`config.mk`:
```
export PLATFORM = sky130hd
export DESIGN_NAME = branch_predictor
export DESIGN_NICKNAME = d
export VERILOG_FILES = /design/src/rtl/branch_predictor.sv
export SDC_FILE = /design/constraint.sdc
export NUM_CORES = 1
export LEC_CHECK = 0
export BUFFER_PORTS_ARGS = -buffer_cell sky130_fd_sc_hd__buf_2
export CORE_AREA = 2 2 225 449
export CTS_CLUSTER_SIZE = 10
export DETAILED_ROUTE_END_ITERATION = 6
export DIE_AREA = 0 0 227 451
export GPL_TIMING_DRIVEN = 0
export PLACE_DENSITY = 0.74
export SLEW_MARGIN = 40
export SYNTH_ARGS = -nofsm -noshare
export SYNTH_HDL_FRONTEND = slang
export SYNTH_SLANG_ARGS = --single-unit
```
`constraint.sdc`:
```
create_clock -name clk -period 8.6 [get_ports clk]
set_input_delay 1.72 -clock clk [delete_from_list [all_inputs] [get_ports clk]]
set_output_delay 1.72 -clock clk [all_outputs]
set_load 0.03 [all_outputs]
```
`src/rtl/branch_predictor.sv`:
```
// Direct-mapped branch target buffer with 2-bit saturating direction counters.
// Lookup is combinational; resolved branches from execute train the table at
// the next rising edge. Defining BP_STATS_EN adds saturating counters of
// resolved updates and of reported mispredicts.
module branch_predictor #(
   parameter int DATA_WIDTH = 32,
   parameter int IDX_BITS   = 4
) (
   input  logic                  clk,
   input  logic                  rst,
   input  logic [DATA_WIDTH-1:0] PC,
   output logic                  predict_taken,
   output logic [DATA_WIDTH-1:0] branch_target,
   input  logic                  upd_valid,
   input  logic [DATA_WIDTH-1:0] upd_PC,
   input  logic [DATA_WIDTH-1:0] upd_target,
   input  logic                  upd_taken,
   input  logic                  upd_mispredict,
   input  logic                  bp_clear
`ifdef BP_STATS_EN
   ,
   output logic [31:0]           stat_branches,
   output logic [31:0]           stat_mispredicts
`endif
);

   localparam int ENTRIES = 2 ** IDX_BITS;
   localparam int TAG_W   = DATA_WIDTH - IDX_BITS - 2;

   // Counter encoding: 00 strongly not taken .. 11 strongly taken.
   localparam logic [1:0] CTR_WNT = 2'b01;
   localparam logic [1:0] CTR_WT  = 2'b10;

   function automatic logic [1:0] ctr_up(input logic [1:0] c);
      return (c == 2'b11) ? c : c + 2'b01;
   endfunction

   function automatic logic [1:0] ctr_down(input logic [1:0] c);
      return (c == 2'b00) ? c : c - 2'b01;
   endfunction

   logic                  tbl_valid  [ENTRIES];
   logic [TAG_W-1:0]      tbl_tag    [ENTRIES];
   logic [DATA_WIDTH-1:0] tbl_target [ENTRIES];
   logic [1:0]            tbl_ctr    [ENTRIES];

   logic [IDX_BITS-1:0] look_idx;
   logic [TAG_W-1:0]    look_tag;
   logic                look_hit;
   logic [IDX_BITS-1:0] upd_idx;
   logic [TAG_W-1:0]    upd_tag;
   logic                upd_hit;

   // The two low PC bits never select an entry (word-aligned fetch).
   logic unused_bits;
   assign unused_bits = ^{PC[1:0], upd_PC[1:0]};

   assign look_idx = PC[IDX_BITS+1:2];
   assign look_tag = PC[DATA_WIDTH-1:IDX_BITS+2];
   assign upd_idx  = upd_PC[IDX_BITS+1:2];
   assign upd_tag  = upd_PC[DATA_WIDTH-1:IDX_BITS+2];

   // Fetch-side lookup: zero latency, reads the contents as of the last edge.
   always_comb begin
      predict_taken = 1'b0;
      branch_target = '0;
      look_hit      = tbl_valid[look_idx] && (tbl_tag[look_idx] == look_tag);
      if (look_hit) begin
         predict_taken = tbl_ctr[look_idx][1];
         branch_target = tbl_target[look_idx];
      end
   end

   // Hit detection for the resolved instruction, against pre-update contents.
   always_comb begin
      upd_hit = tbl_valid[upd_idx] && (tbl_tag[upd_idx] == upd_tag);
   end

   // Table training; clear outranks a simultaneous update, and a not-taken
   // miss is deliberately not allocated so cold branches stay out.
   always_ff @(posedge clk or negedge rst) begin
      if (!rst) begin
         for (int i = 0; i < ENTRIES; i++) begin
            tbl_valid[i]  <= 1'b0;
            tbl_tag[i]    <= '0;
            tbl_target[i] <= '0;
            tbl_ctr[i]    <= CTR_WNT;
         end
      end else if (bp_clear) begin
         for (int i = 0; i < ENTRIES; i++) begin
            tbl_valid[i] <= 1'b0;
         end
      end else if (upd_valid) begin
         if (upd_hit) begin
            if (upd_taken) begin
               tbl_ctr[upd_idx]    <= ctr_up(tbl_ctr[upd_idx]);
               tbl_target[upd_idx] <= upd_target;
            end else begin
               tbl_ctr[upd_idx] <= ctr_down(tbl_ctr[upd_idx]);
            end
         end else if (upd_taken) begin
            tbl_valid[upd_idx]  <= 1'b1;
            tbl_tag[upd_idx]    <= upd_tag;
            tbl_target[upd_idx] <= upd_target;
            tbl_ctr[upd_idx]    <= CTR_WT;
         end
      end
   end

`ifdef BP_STATS_EN
   function automatic logic [31:0] stat_up(input logic [31:0] v);
      return (v == 32'hFFFF_FFFF) ? v : v + 32'd1;
   endfunction

   // Event counters; independent of bp_clear so flushes do not lose history.
   always_ff @(posedge clk or negedge rst) begin
      if (!rst) begin
         stat_branches    <= '0;
         stat_mispredicts <= '0;
      end else if (upd_valid) begin
         stat_branches <= stat_up(stat_branches);
         if (upd_mispredict) begin
            stat_mispredicts <= stat_up(stat_mispredicts);
         end
      end
   end
`else
   // Mispredict reports only feed the statistics counters.
   logic unused_mispredict;
   assign unused_mispredict = upd_mispredict;
`endif

endmodule

```
## Word level (Yosys, flattened, before mapping)

Cells that the tools add are included.
Widths: inputs -> output; s select.

| cells by class | value |
|---|---|
| add/sub/neg operators | 2 |
| $lt $le $gt $ge | 3 |
| eq/ne operators | 4 |
| multiplexer cells | 44 |
| bitwise logic cells | 8 |
| reduce and logical (&&, ||, !) cells | 11 |

Operators with widths:

| kind | number |
|---|---|
| $bwmux 512 | 1 |
| $bwmux 416 | 1 |
| $mux 32 | 7 |
| $bmux 26 s4 | 2 |
| $mux 26 | 5 |
| $bmux 32 s4 | 1 |
| $demux 32 s4 | 1 |
| $demux 26 s4 | 1 |
| $bwmux 32 | 2 |
| $mux 16 | 4 |
| $eq 26x26->1 | 2 |
| $or 16x16->16 | 2 |
| $and 16x16->16 | 1 |
| $bmux 2 s4 | 2 |
| $not 16->16 | 1 |
| $mux 2 | 7 |
| $ge 5x5->1 const B | 2 |
| $not 4->5 | 2 |
| $reduce_and 3->1 | 3 |
| $bmux 1 s4 | 2 |
| $demux 2 s4 | 1 |
| $mux 1 | 6 |
| $reduce_bool 2->1 | 3 |
| $lt 5x1->1 const B | 1 |
| other kinds (9) | 12 |

| storage, ports and cells | value |
|---|---|
| register bits after elaboration | 976 |
| input bits | 102 |
| output and inout bits | 33 |
| word-level logic and storage cells | 136 |

## Logic depth before layout (Yosys ltp)

| logic depth | value |
|---|---|
| word-level depth | 10 |
| gate-level depth with buffers | 15 |
| mapped depth without buffers | 8 |

## Least setup slack after synthesis

No wires, ideal clock.

| path | value |
|---|---|
| path kind | input port to output port |
| from | in PC[2] |
| to | out branch_target[0] |
| data arrival time | 4.777 ns |
| data required time | 6.880 ns |
| path slack | 2.103 ns |
| stages | 9 |
| path buffers | 3 |
| cell sequence | clkbuf_1 > buf_1 > mux4_2 > mux4_2 > xor2_1 > nor4_1 > nand4_1 > clkbuf_1 > nor2b_1 |

| on the way | value |
|---|---|
| word-level cells in the longest chain between the ends | 7 |
| elaborated cells on any way between the ends | 13 |
| those cells by class | eq/ne (1); mux (10); bitwise (1); reduce/logical (1) |

Ends and longest elaborated chain:

| what | line | source |
|---|---|---|
| start: declaration | 11 | `input logic [DATA_WIDTH-1:0] PC,` |
| $not 4->5 (not written as such) * | 67, 70 |  |
| $bmux 26 s4 | 67 | `look_hit = tbl_valid[look_idx] && (tbl_tag[look_idx] == look_tag);` |
| $mux 26 (not written as such) (2 in a row) | 67 |  |
| $eq 26x26->1 | 67 |  |
| $logic_and 1x1->1 | 67 |  |
| $mux 32 * | 68 | `if (look_hit) begin` |
| end: declaration | 13 | `output logic [DATA_WIDTH-1:0] branch_target,` |

Mark *: on every way between the ends. The rest lies on a longest branch, timed or not. The select of a mux whose other input is x is not followed.

## Final worst setup path

| path | value |
|---|---|
| from | in PC[4] |
| to | out branch_target[13] |

Same word-level chain as after synthesis.

==> flow_metrics.tcl <==
set metrics [dict create \
    drtAntennaViolNets 0 \
    fmax_mhz 117.3 \
    worstSkewPairLatency_ns 0.73 \
    use_met3_pct 11.39 \
    cp_max_fo 10 \
    avgViaCountPerCell 6.729 \
    vdd.ir_drop.worst_uv 178.0 \
    clock_skew_ns 0.02283 \
    grt-ovfl-total 0 \
    avgSynthCellArea_um2 13.93 \
    io_pins 135 \
    nets 3938 \
    worst_slew_pin_slew_ns 0.9496 \
    wl_um 167100 \
    status "complete, no violations" \
    fp.coreArea_mm2 0.09932 \
    cts.sink_count 976 \
    timing.final.crit_share_pct 99.15 \
    rows 164 \
    htreeDepth 3 \
    place.gp.congestion 1.002 \
    seq_area_mm2 0.02444 \
    antenna_found_initial 17 \
    power_density_mw_per_mm2 197.2 \
    synthCells 3606 \
    yosys_warnings 0 \
    cp-start-kind "input port" \
    grt_first_pass_wirelength_um 242300 \
    maxCapViolations 0 \
    synth_cell_types 69 \
    dieWidth_um 227 \
    die_area_mm2 0.1024 \
    postCtsSetupRepairBufs 0 \
    crit_slowest_cell "buf_2" \
    max_slew_margin_pct 36.70 \
    hold_viol 0 \
    grt_use_met2_pct 46.86 \
    die_h_um 451 \
    critPathRequiredTime_ns 6.88 \
    syn_to_final_growth_pct 11.27 \
    syn_area_mm2 0.05024 \
    via_count 35050 \
    setup_viol 0 \
    start_util_pct 50.58 \
    first_pass_iters 6 \
    use_met1_pct 44.18 \
    fillers 7943 \
    cts.hold.buffers_added 0 \
    post-route-drc-count 0 \
    timing.critical_path.buf_inv 5 \
    worstSetupPathType "in -> out" \
    drt_iter0_drc 4516 \
    synth_ff_type "dfrtp_1" \
    p_leak_uw 0.02598 \
    tritoncts "built" \
    synthesis.nets 3708 \
    cp_top_family "buffers and inverters" \
    cts-root-buf "clkbuf_16" \
    rsz0062_at_grt "no" \
    synth_edf_count 0 \
    holdCritPathClass "reg -> reg" \
    setup_ws_ns 0.07272 \
    multi_input_area_mm2 0.02412 \
    ys_seq_elements 976 \
    worst_setup_path_end_kind "output port" \
    numCtsBuffers 107 \
    min_period_ns 8.527 \
    design_area_mm2 0.05590 \
    grt.busiest_layer "met2" \
    path_clk_slew_ns 0.05 \
    hpwl_um 110000 \
    synthArstFlopShare_pct 100.0 \
    max_stage_delay_ns 0.63 \
    drv_slew 0 \
    pre_cts_ws_ns -0.1199 \
    grt_max_degree 112 \
    grt_usage_pct 32.96 \
    path_cells "clkbuf_1 -> clkbuf_2 -> buf_2 -> mux4_2 -> xnor2_1 -> nand4_1 -> nor3_1 -> nand4_1 -> clkbuf_2 -> nor2b_1 -> buf_2" \
    cts_resized 1 \
    port_buffers 108 \
    place_area_mm2 0.05290 \
    clockBufferDepth 3 \
    yosysSeqAreaShare_pct 48.66 \
    first_global_vias 35930 \
    drive_above_1_share_pct 41.02 \
    cp.arrival_ns 6.81 \
    wl_per_cell_um 32.08 \
]
[layout by cell type, fill, tap and decap left out, drive strengths merged, types with 7 or more instances in the layout]
cell type | netlist | routed
dfrtp | 960 | 960
a21boi | 11 | 11
a21oi | 37 | 37
inv | 24 | 27
a31o | 10 | 10
o22ai | 18 | 18
nand3 | 7 | 7
a22oi | 15 | 15
a21o | 17 | 17
mux2 | 732 | 732
buf | 119 | 240
dfstp | 16 | 16
o31ai | 11 | 11
nand4 | 9 | 9
nor2b | 46 | 46
mux4 | 388 | 388
nor2 | 47 | 47
mux2i | 51 | 51
a211oi | 9 | 9
xor2 | 14 | 14
nor4 | 7 | 7
nand2 | 712 | 712
o21ai | 22 | 22
clkbuf | 198 | 341
a311oi | 16 | 16
xnor2 | 36 | 36
[path summary, 6_finish.rpt]
path | depth (start not counted) | slack (ns) | from | to
hold reg to reg | 2 | 0.47 | tbl_target[295] | tbl_target[295]
hold / removal | 2 | 0.47 | tbl_target[295] | tbl_target[295]
setup / recovery | 11 | 0.07 | PC[4] | branch_target[13]
max in group asynchronous | 4 | 5.83 | rst | tbl_target[328]
setup reg to reg | 10 | 4.10 | tbl_tag[105] | tbl_tag[117]
min in group asynchronous | 1 | 0.86 | rst | tbl_tag[345]
[synthesized netlist by cell type, types with 7 or more instances]
| library cell | instances | area, µm² |
|---|---|---|
| buf_2 | 38 | 190.2 |
| inv_1 | 24 | 90.09 |
| o22ai_1 | 18 | 112.6 |
| xnor2_1 | 36 | 315.3 |
| nor2b_1 | 46 | 287.8 |
| a22oi_1 | 15 | 112.6 |
| a21boi_4 | 9 | 168.9 |
| o31ai_1 | 11 | 82.58 |
| buf_4 | 19 | 142.6 |
| a311oi_1 | 16 | 140.1 |
| buf_6 | 36 | 405.4 |
| nand2_1 | 711 | 2669 |
| mux2_2 | 466 | 5248 |
| o21ai_0 | 22 | 110.1 |
| dfstp_2 | 16 | 420.4 |
| a31o_2 | 10 | 87.58 |
| mux4_2 | 388 | 8738 |
| mux2i_1 | 51 | 510.5 |
| mux2_4 | 266 | 3994 |
| a211oi_1 | 9 | 67.56 |
| nand4_1 | 9 | 56.30 |
| nor4_1 | 7 | 43.79 |
| dfrtp_1 | 960 | 24020 |
| buf_1 | 23 | 86.33 |
| clkbuf_1 | 198 | 743.2 |
| xor2_1 | 14 | 122.6 |
| a21o_1 | 17 | 127.6 |
| nor2_1 | 46 | 172.7 |
| a21oi_1 | 30 | 150.1 |
[through the flow]
| step | std cells | power (µW) | hold WS (ns) | utilization, % | setup TNS, ns |
|---|---|---|---|---|---|
| floorplan | 3606 | 6289 | 0.4408 | - | 0 |
| global placement | 5042 | 6776 | 0.4525 | 52.80 | - |
| detailed placement | 5055 | 6866 | 0.4595 | 53.26 | -0.4042 |
| CTS | 5204 | 10990 | 0.4732 | 56.26 | 0 |
| global route | 5204 | 11330 | 0.4884 | 56.27 | 0 |
| finish | 5209 | 11020 | 0.4723 | 56.29 | 0 |
[registers in the layout, summed over array words and instances (netlist names)]
signal      count
tbl_valid      16
tbl_ctr        32
tbl_tag       416
tbl_target    512
[area by class of cell]
| cell class | instances | share of cell area [%] |
|---|---|---|
| Clock inverter | 6 | 0.1992 |
| Clock buffer | 143 | 5.106 |
| Multi-Input combinational cell | 2287 | 43.14 |
| Inverter | 26 | 0.1746 |
| Buffer | 317 | 3.082 |
| Sequential cell | 976 | 43.73 |
| Tap cell | 1328 | 2.972 |
| Antenna cell | 5 | 0.02238 |
| Timing Repair Buffer | 121 | 1.576 |
[worst reg2reg max path: cells and delay by family (launching register included)]
kind,cells,cell delay (ns)
mux,3,1.51
buf+inv,2,0.75
flops,1,0.39
simple gates,1,0.32
compound gates,4,1.42
[cells by family after synthesis]
logic type / share of synthesized area [%]
buffers and inverters: 3.425
AND/OR/NAND/NOR: 6.842
XOR/XNOR: 0.8717
AO/OA/AOI/OAI: 3.380
adder cells (fa/ha/maj): 0.01993
flip-flops: 48.66
multiplexers: 36.81
[report_power, final]
group | internal [µW] | switching (µW) | total, µW
sequential | 5000 | 272 | 5270
combinational | 817 | 755 | 1570
clock | 2290 | 1890 | 4180
[per-layer routing]
layer | wire length, µm | vias to the layer above
met5 | 213 | -
met4 | 10180 | 30
met3 | 21070 | 646
met2 | 73200 | 2510
met1 | 62450 | 18340
li1 | - | 13530
(Power assumes the default switching activity.)
